## config.mk

```make
export PLATFORM = sky130hd
export DESIGN_NAME = sram_c_rd_ctrl
export DESIGN_NICKNAME = d
export VERILOG_FILES = /design/src/rtl/sram_c_pkg.sv /design/src/rtl/sram_c_rd_fifo.sv /design/src/rtl/sram_c_rd_ctrl.sv
export SDC_FILE = /design/constraint.sdc
export NUM_CORES = 1
export LEC_CHECK = 0
export ABC_AREA = 1
export BUFFER_PORTS_ARGS = -buffer_cell sky130_fd_sc_hd__buf_2
export CAP_MARGIN = 30
export CORE_MARGIN = 3
export CORE_UTILIZATION = 57
export CTS_BUF_LIST = sky130_fd_sc_hd__clkbuf_8
export CTS_CLUSTER_DIAMETER = 60
export DETAILED_ROUTE_END_ITERATION = 8
export HOLD_SLACK_MARGIN = 0.08
export PLACE_DENSITY = 0.83
export SYNTH_ARGS = -nofsm -noshare
export SYNTH_HDL_FRONTEND = slang
export SYNTH_SLANG_ARGS = --single-unit
```

## constraint.sdc

```tcl
create_clock -name clk -period 1.8 [get_ports clk]
set_clock_uncertainty 0.1 [all_clocks]
set_input_delay 0.36 -clock clk [delete_from_list [all_inputs] [get_ports clk]]
set_output_delay 0.36 -clock clk [all_outputs]
set_load 0.01 [all_outputs]
```

## src/rtl/sram_c_pkg.sv

```systemverilog
// Shared definitions for the C-operand SRAM read path: geometry, word type,
// sequencer state encoding and the wrapping address increment.
package sram_c_pkg;

   localparam int Es          = 16;
   localparam int COL         = 64;
   localparam int sram_addr_c = 6;
   localparam int WORD_W      = Es * 3;

   localparam logic [sram_addr_c-1:0] LAST_ADDR = sram_addr_c'(COL - 1);
   localparam logic [sram_addr_c:0]   CNT_ONE   = (sram_addr_c + 1)'(1);

   typedef logic [WORD_W-1:0] word_t;

   typedef enum logic [1:0] {
      IDLE  = 2'd0,
      ISSUE = 2'd1,
      DRAIN = 2'd2
   } state_t;

   // Addresses run modulo COL, which need not be a power of two.
   function automatic logic [sram_addr_c-1:0] next_addr(input logic [sram_addr_c-1:0] a);
      return (a == LAST_ADDR) ? '0 : a + 1'b1;
   endfunction

endpackage

```

## src/rtl/sram_c_rd_fifo.sv

```systemverilog
// Two-entry synchronous FIFO holding captured SRAM words; head is visible
// combinationally, so the stream data is stable until it is popped.
module sram_c_rd_fifo
   import sram_c_pkg::*;
(
   input  logic       clk,
   input  logic       rst,
   input  logic       push,
   input  word_t      din,
   input  logic       pop,
   output word_t      dout,
   output logic [1:0] count
);

   word_t      mem_reg [2];
   logic       wr_ptr_reg;
   logic       rd_ptr_reg;
   logic [1:0] count_reg;
   logic       push_ok;
   logic       pop_ok;

   assign push_ok = push && (count_reg != 2'd2);
   assign pop_ok  = pop && (count_reg != 2'd0);

   // Entries are cleared on reset so every stream output reads 0 afterwards.
   generate
      for (genvar gi = 0; gi < 2; gi++) begin : g_entry
         always_ff @(posedge clk or negedge rst) begin
            if (!rst)
               mem_reg[gi] <= '0;
            else if (push_ok && (wr_ptr_reg == 1'(gi)))
               mem_reg[gi] <= din;
         end
      end
   endgenerate

   always_ff @(posedge clk or negedge rst) begin
      if (!rst) begin
         wr_ptr_reg <= 1'b0;
         rd_ptr_reg <= 1'b0;
         count_reg  <= 2'd0;
      end else begin
         if (push_ok)
            wr_ptr_reg <= ~wr_ptr_reg;
         if (pop_ok)
            rd_ptr_reg <= ~rd_ptr_reg;
         case ({push_ok, pop_ok})
            2'b10:   count_reg <= count_reg + 2'd1;
            2'b01:   count_reg <= count_reg - 2'd1;
            default: count_reg <= count_reg;
         endcase
      end
   end

   assign dout  = mem_reg[rd_ptr_reg];
   assign count = count_reg;

endmodule

```

## src/rtl/sram_c_rd_ctrl.sv

```systemverilog
// Burst read sequencer for the C-operand SRAM feeding a valid/ready stream.
// Define SRAM_C_RD_LAST_EN to add the m_last end-of-burst marker.
module sram_c_rd_ctrl
   import sram_c_pkg::*;
(
   input  logic                   clk,
   input  logic                   rst,
   input  logic                   start,
   input  logic [sram_addr_c-1:0] base_addr,
   input  logic [sram_addr_c:0]   len,
   output logic                   busy,
   output logic                   done,
   output logic                   rd_en,
   output logic [sram_addr_c-1:0] rd_addr,
   input  word_t                  data_in,
   input  logic                   data_in_vld,
   output word_t                  m_data,
   output logic                   m_valid,
   input  logic                   m_ready,
`ifdef SRAM_C_RD_LAST_EN
   output logic                   m_last,
`endif
   output logic                   err
);

   state_t                 state_reg;
   logic [sram_addr_c-1:0] addr_reg;
   logic [sram_addr_c:0]   issue_cnt_reg;
   logic [sram_addr_c:0]   beat_cnt_reg;
   logic                   outstanding_reg;
   logic                   busy_reg;
   logic                   done_reg;
   logic                   err_reg;
   logic [1:0]             fifo_count;
   logic                   push;
   logic                   pop;

   sram_c_rd_fifo u_fifo (
      .clk   (clk),
      .rst   (rst),
      .push  (push),
      .din   (data_in),
      .pop   (pop),
      .dout  (m_data),
      .count (fifo_count)
   );

   assign push    = data_in_vld && outstanding_reg;
   assign m_valid = (fifo_count != 2'd0);
   assign pop     = m_valid && m_ready;

   // Credit check uses only registered state, so rd_en moves on clock edges;
   // with two slots this allows at most two reads in any three cycles.
   assign rd_en = (state_reg == ISSUE) && (issue_cnt_reg != '0) &&
                  ((fifo_count + {1'b0, outstanding_reg}) < 2'd2);

   always_ff @(posedge clk or negedge rst) begin
      if (!rst) begin
         state_reg       <= IDLE;
         addr_reg        <= '0;
         issue_cnt_reg   <= '0;
         beat_cnt_reg    <= '0;
         outstanding_reg <= 1'b0;
         busy_reg        <= 1'b0;
         done_reg        <= 1'b0;
         err_reg         <= 1'b0;
      end else begin
         done_reg        <= 1'b0;
         outstanding_reg <= rd_en;
         if (data_in_vld && !outstanding_reg)
            err_reg <= 1'b1;
         if (pop)
            beat_cnt_reg <= beat_cnt_reg - 1'b1;

         case (state_reg)
            IDLE: begin
               if (start) begin
                  if (len != '0) begin
                     state_reg     <= ISSUE;
                     busy_reg      <= 1'b1;
                     addr_reg      <= base_addr;
                     issue_cnt_reg <= len;
                     beat_cnt_reg  <= len;
                  end else begin
                     done_reg <= 1'b1;
                  end
               end
            end
            ISSUE: begin
               if (rd_en) begin
                  addr_reg      <= next_addr(addr_reg);
                  issue_cnt_reg <= issue_cnt_reg - 1'b1;
                  if (issue_cnt_reg == CNT_ONE)
                     state_reg <= DRAIN;
               end
            end
            DRAIN: begin
               if (pop && (beat_cnt_reg == CNT_ONE)) begin
                  state_reg <= IDLE;
                  busy_reg  <= 1'b0;
                  done_reg  <= 1'b1;
               end
            end
            default: state_reg <= IDLE;
         endcase
      end
   end

   assign busy    = busy_reg;
   assign done    = done_reg;
   assign rd_addr = addr_reg;
   assign err     = err_reg;

`ifdef SRAM_C_RD_LAST_EN
   assign m_last = m_valid && (beat_cnt_reg == CNT_ONE);
`endif

endmodule

```

==> impl_metrics.toml <==
[sta]
finalWorstSetupSlack_ns = -0.192
max_freq_mhz = 502
timing_hold_violations_final = 0
actual_transition_at_the_worst_max_transition_pin_ns = 0.553
max-slew-margin-rel_pct = 62.8
report.final.setup_viol = 63
period_needed_ns = 1.99
rsz0062_at_grt = "yes"
finalCritPeriodShare_pct = 111
timing.hold.ws_ns = 0.0945
setup_tns_ns = -8.21
drv_slew = 0

[die]
io_pins = 125
initial_utilization_pct = 58.7
rows = 37
core_sq_um = 10400
floorplan.die.width_um = 109
fp.dieH_um = 109
die-area_sq_um = 12000

[route]
route.detailed.wl_per_inst_um = 16.5
antenna_violating_nets_post_route = 0
detail_route.first_pass.iterations = 5
drt_total_wl_um = 17900
vias = 5911
drt-vias-per-instance = 5.46
dr.first_iter.drc_count = 492
post-route-drc-count = 0

[power_and_ir_drop]
power.leakage_nw = 4.53
power-per-cell-area_nw_per_um2 = 1990
switching_share_pct = 42.6
clock_share_of_power_pct = 14.3
ir_worst_vdd_mv = 1.35
sequential_share_of_power_pct = 31.1
post_layout_power_mw = 16.6
switching_power_mw = 7.09
pwr-share-comb_pct = 54.7
internal-power_mw = 9.53

[clock_tree]
worst_skew_pair_latency_ns = 0.43
ctsRootBufferMaster = "clkbuf_8"
cts_inserted_buffers = 17
buffer_levels_on_the_longest_clock_path = 2
clkTransAtPathRegs_ns = 0.08
cts_tree = "built"
clock_sinks = 126
h-tree-depth = 4

[critical_path]
timing.critical_path.required_ns = 1.34
worst_ep_arrival_time_ns = 1.53
worst_path_cell_with_the_longest_stage_delay = "dfrtp_1"
path_max_fanout = 2
timing.critical_path.mode_cell = "inv_2"
start_kind = "flip-flop"
worst_setup_path_end_kind = "output pin"
cp_slowest_stage_delay_ns = 0.40
timing_worst_setup_path_type = "reg -> out"
critical_path.cell_chain = "inv_2 > ha_4 > inv_4 > nor2_4 > nand2_2 > nand3_4 > inv_2 > buf_6"

[cells_and_area]
design.final.nets = 1008
diodes = 0
layout_stage_area_growth_over_the_synthesis_result_pct = 37.1
final_core_utilization_pct = 80.4
instances_no_fill = 1083
post_route_cells_drive_above_1_share_pct = 35.3
largest_register_ff_count = 96

[logic_synthesis]
synth.largest_area_cell = "dfrtp_1"
ys.warnings.count = 0
synthesis.area_sq_um = 6090
synth_seq_area_share_pct = 51.8
synth-edff-count = 0
ys_types = 31
synth_fp_nets = 850
synth_seq_cells = 126
post_synth.cell_area_avg_sq_um = 7.83
async_flop_share_pct = 100
post_synth_inst_count = 777
ys.flop_type = "dfrtp_1"
ys_top_cells_by_area = "dfrtp_1 52%, nand2_1 20%, o21ai_0 7.6%, inv_1 5.2%, nand3_1 1.9%"
synth_top_area_share_pct = 51.8

[placed_design]
placedCellCount = 1016
dp_hpwl_um = 9100
io_buffer_count = 124
globalplace.congestion = 0.838

[global_route]
antenna_found_initial = 0
first_pass_grt_wire_length_um = 24300
first_global_vias = 5242
largest_net_degree_at_the_start_of_global_routing = 63
grt_remaining_overflow = 0
track_usage_pct = 25.8

[job]
drv_cap = 0

[status]
outcome = "finished with violations"
violations = "negative setup slack"

[min_path]
worst_hold_path_type = "in -> reg"
[worst max-delay path: cells and delay by family, from the launching register on]
family        cells  cell delay [ns]
fa+ha+maj         1             0.15
flops             1             0.40
buf+inv           4             0.28
simple gates      3             0.27
[layout make-up]
| cell class | count | area, sq um |
|---|---|---|
| flip-flops and latches | 126 | 3160 |
| inverters | 86 | 338 |
| multi-input cells | 528 | 2770 |
| fillers | 620 | 2030 |
| repair buffers | 176 | 1530 |
| clock inverters | 14 | 144 |
| clock buffers | 17 | 234 |
| well taps | 136 | 170 |
[placed cells by master (no fill, tap or decap), types with 20 or more instances in the layout]
cell	Yosys	layout
o21ai_1	18	24
buf_4	1	20
nand2_4	1	21
o21ai_0	92	82
buf_2	8	101
dfrtp_1	126	124
nand2_2	0	73
inv_1	85	78
nand2_1	332	238
buf_6	6	26
nand3_1	23	21
[path summary, 6_finish.rpt]
check / startpoint / end / slack [ns] / cells past startpoint
worst min-delay path: data_in[19] / u_fifo.mem_reg[67] / 0.09 / 3
max in group asynchronous: rst / u_fifo.mem_reg[81] / 0.74 / 3
min in group asynchronous: rst / u_fifo.mem_reg[25] / 0.29 / 2
worst max-delay path: issue_cnt_reg[0] / rd_en / -0.19 / 8
worst min register to register: err / err / 0.38 / 1
worst max register to register: issue_cnt_reg[0] / issue_cnt_reg[3] / -0.14 / 14
[cells by family (layout without fill, tap and decap cells)]
logic type | Yosys count | after routing | synth area share (%)
fa+ha+maj | 7 | 7 | 1.44
compound gates | 130 | 130 | 11.8
simple gates | 386 | 386 | 24.9
xor+xnor | 5 | 5 | 0.720
buf+inv | 123 | 293 | 9.42
flops | 126 | 126 | 51.8
[per-stage QoR]
| step | area (sq um) | worst slack, ns |
|---|---|---|
| 2_1_floorplan | 6090 | 0.128 |
| 3_3_place_gp | 6860 | 0.160 |
| 3_5_place_dp | 6860 | 0.125 |
| 4_1_cts | 7580 | -0.149 |
| 5_1_grt | 8340 | -0.255 |
| 6_report | 8340 | -0.192 |
[layer usage]
metal | global-route usage, % | routed length, um
met5 | 0 | 0
met4 | 8.46 | 566
met3 | 5.46 | 1340
met2 | 43.2 | 9260
met1 | 33.7 | 6730
[power by group through the flow]
stage          sequential (mW)  combinational [mW]  clock [mW]
6_report                  5.17                9.09        2.37
5_1_grt                   5.29                9.89        2.54
4_1_cts                   4.87                6.81        2.37
3_5_place_dp              4.89                5.84           0
3_3_place_gp              4.85                5.68           0
2_1_floorplan             4.74                4.11           0
[cells in the mapped netlist, drive strengths merged, types with 3 or more instances]
cell    count
nand2     333
nor2       21
xor2        4
o21bai      4
inv        86
nand3      23
dfrtp     126
ha          7
buf        20
nand4       3
clkbuf     17
or2         4
o21ai     123
[repair_timing]
| item | CTS | global route |
|---|---|---|
| pin swaps | 5 | 37 |
| setup buffers | 10 | 9 |
| hold buffers | 5 | 1 |
| gates cloned | 5 | 9 |
| gates resized for setup | 28 | 166 |
| endpoints found under the hold margin | 51 | 1 |
| setup endpoints to repair | 49 | 62 |
(Power assumes the default switching activity.)
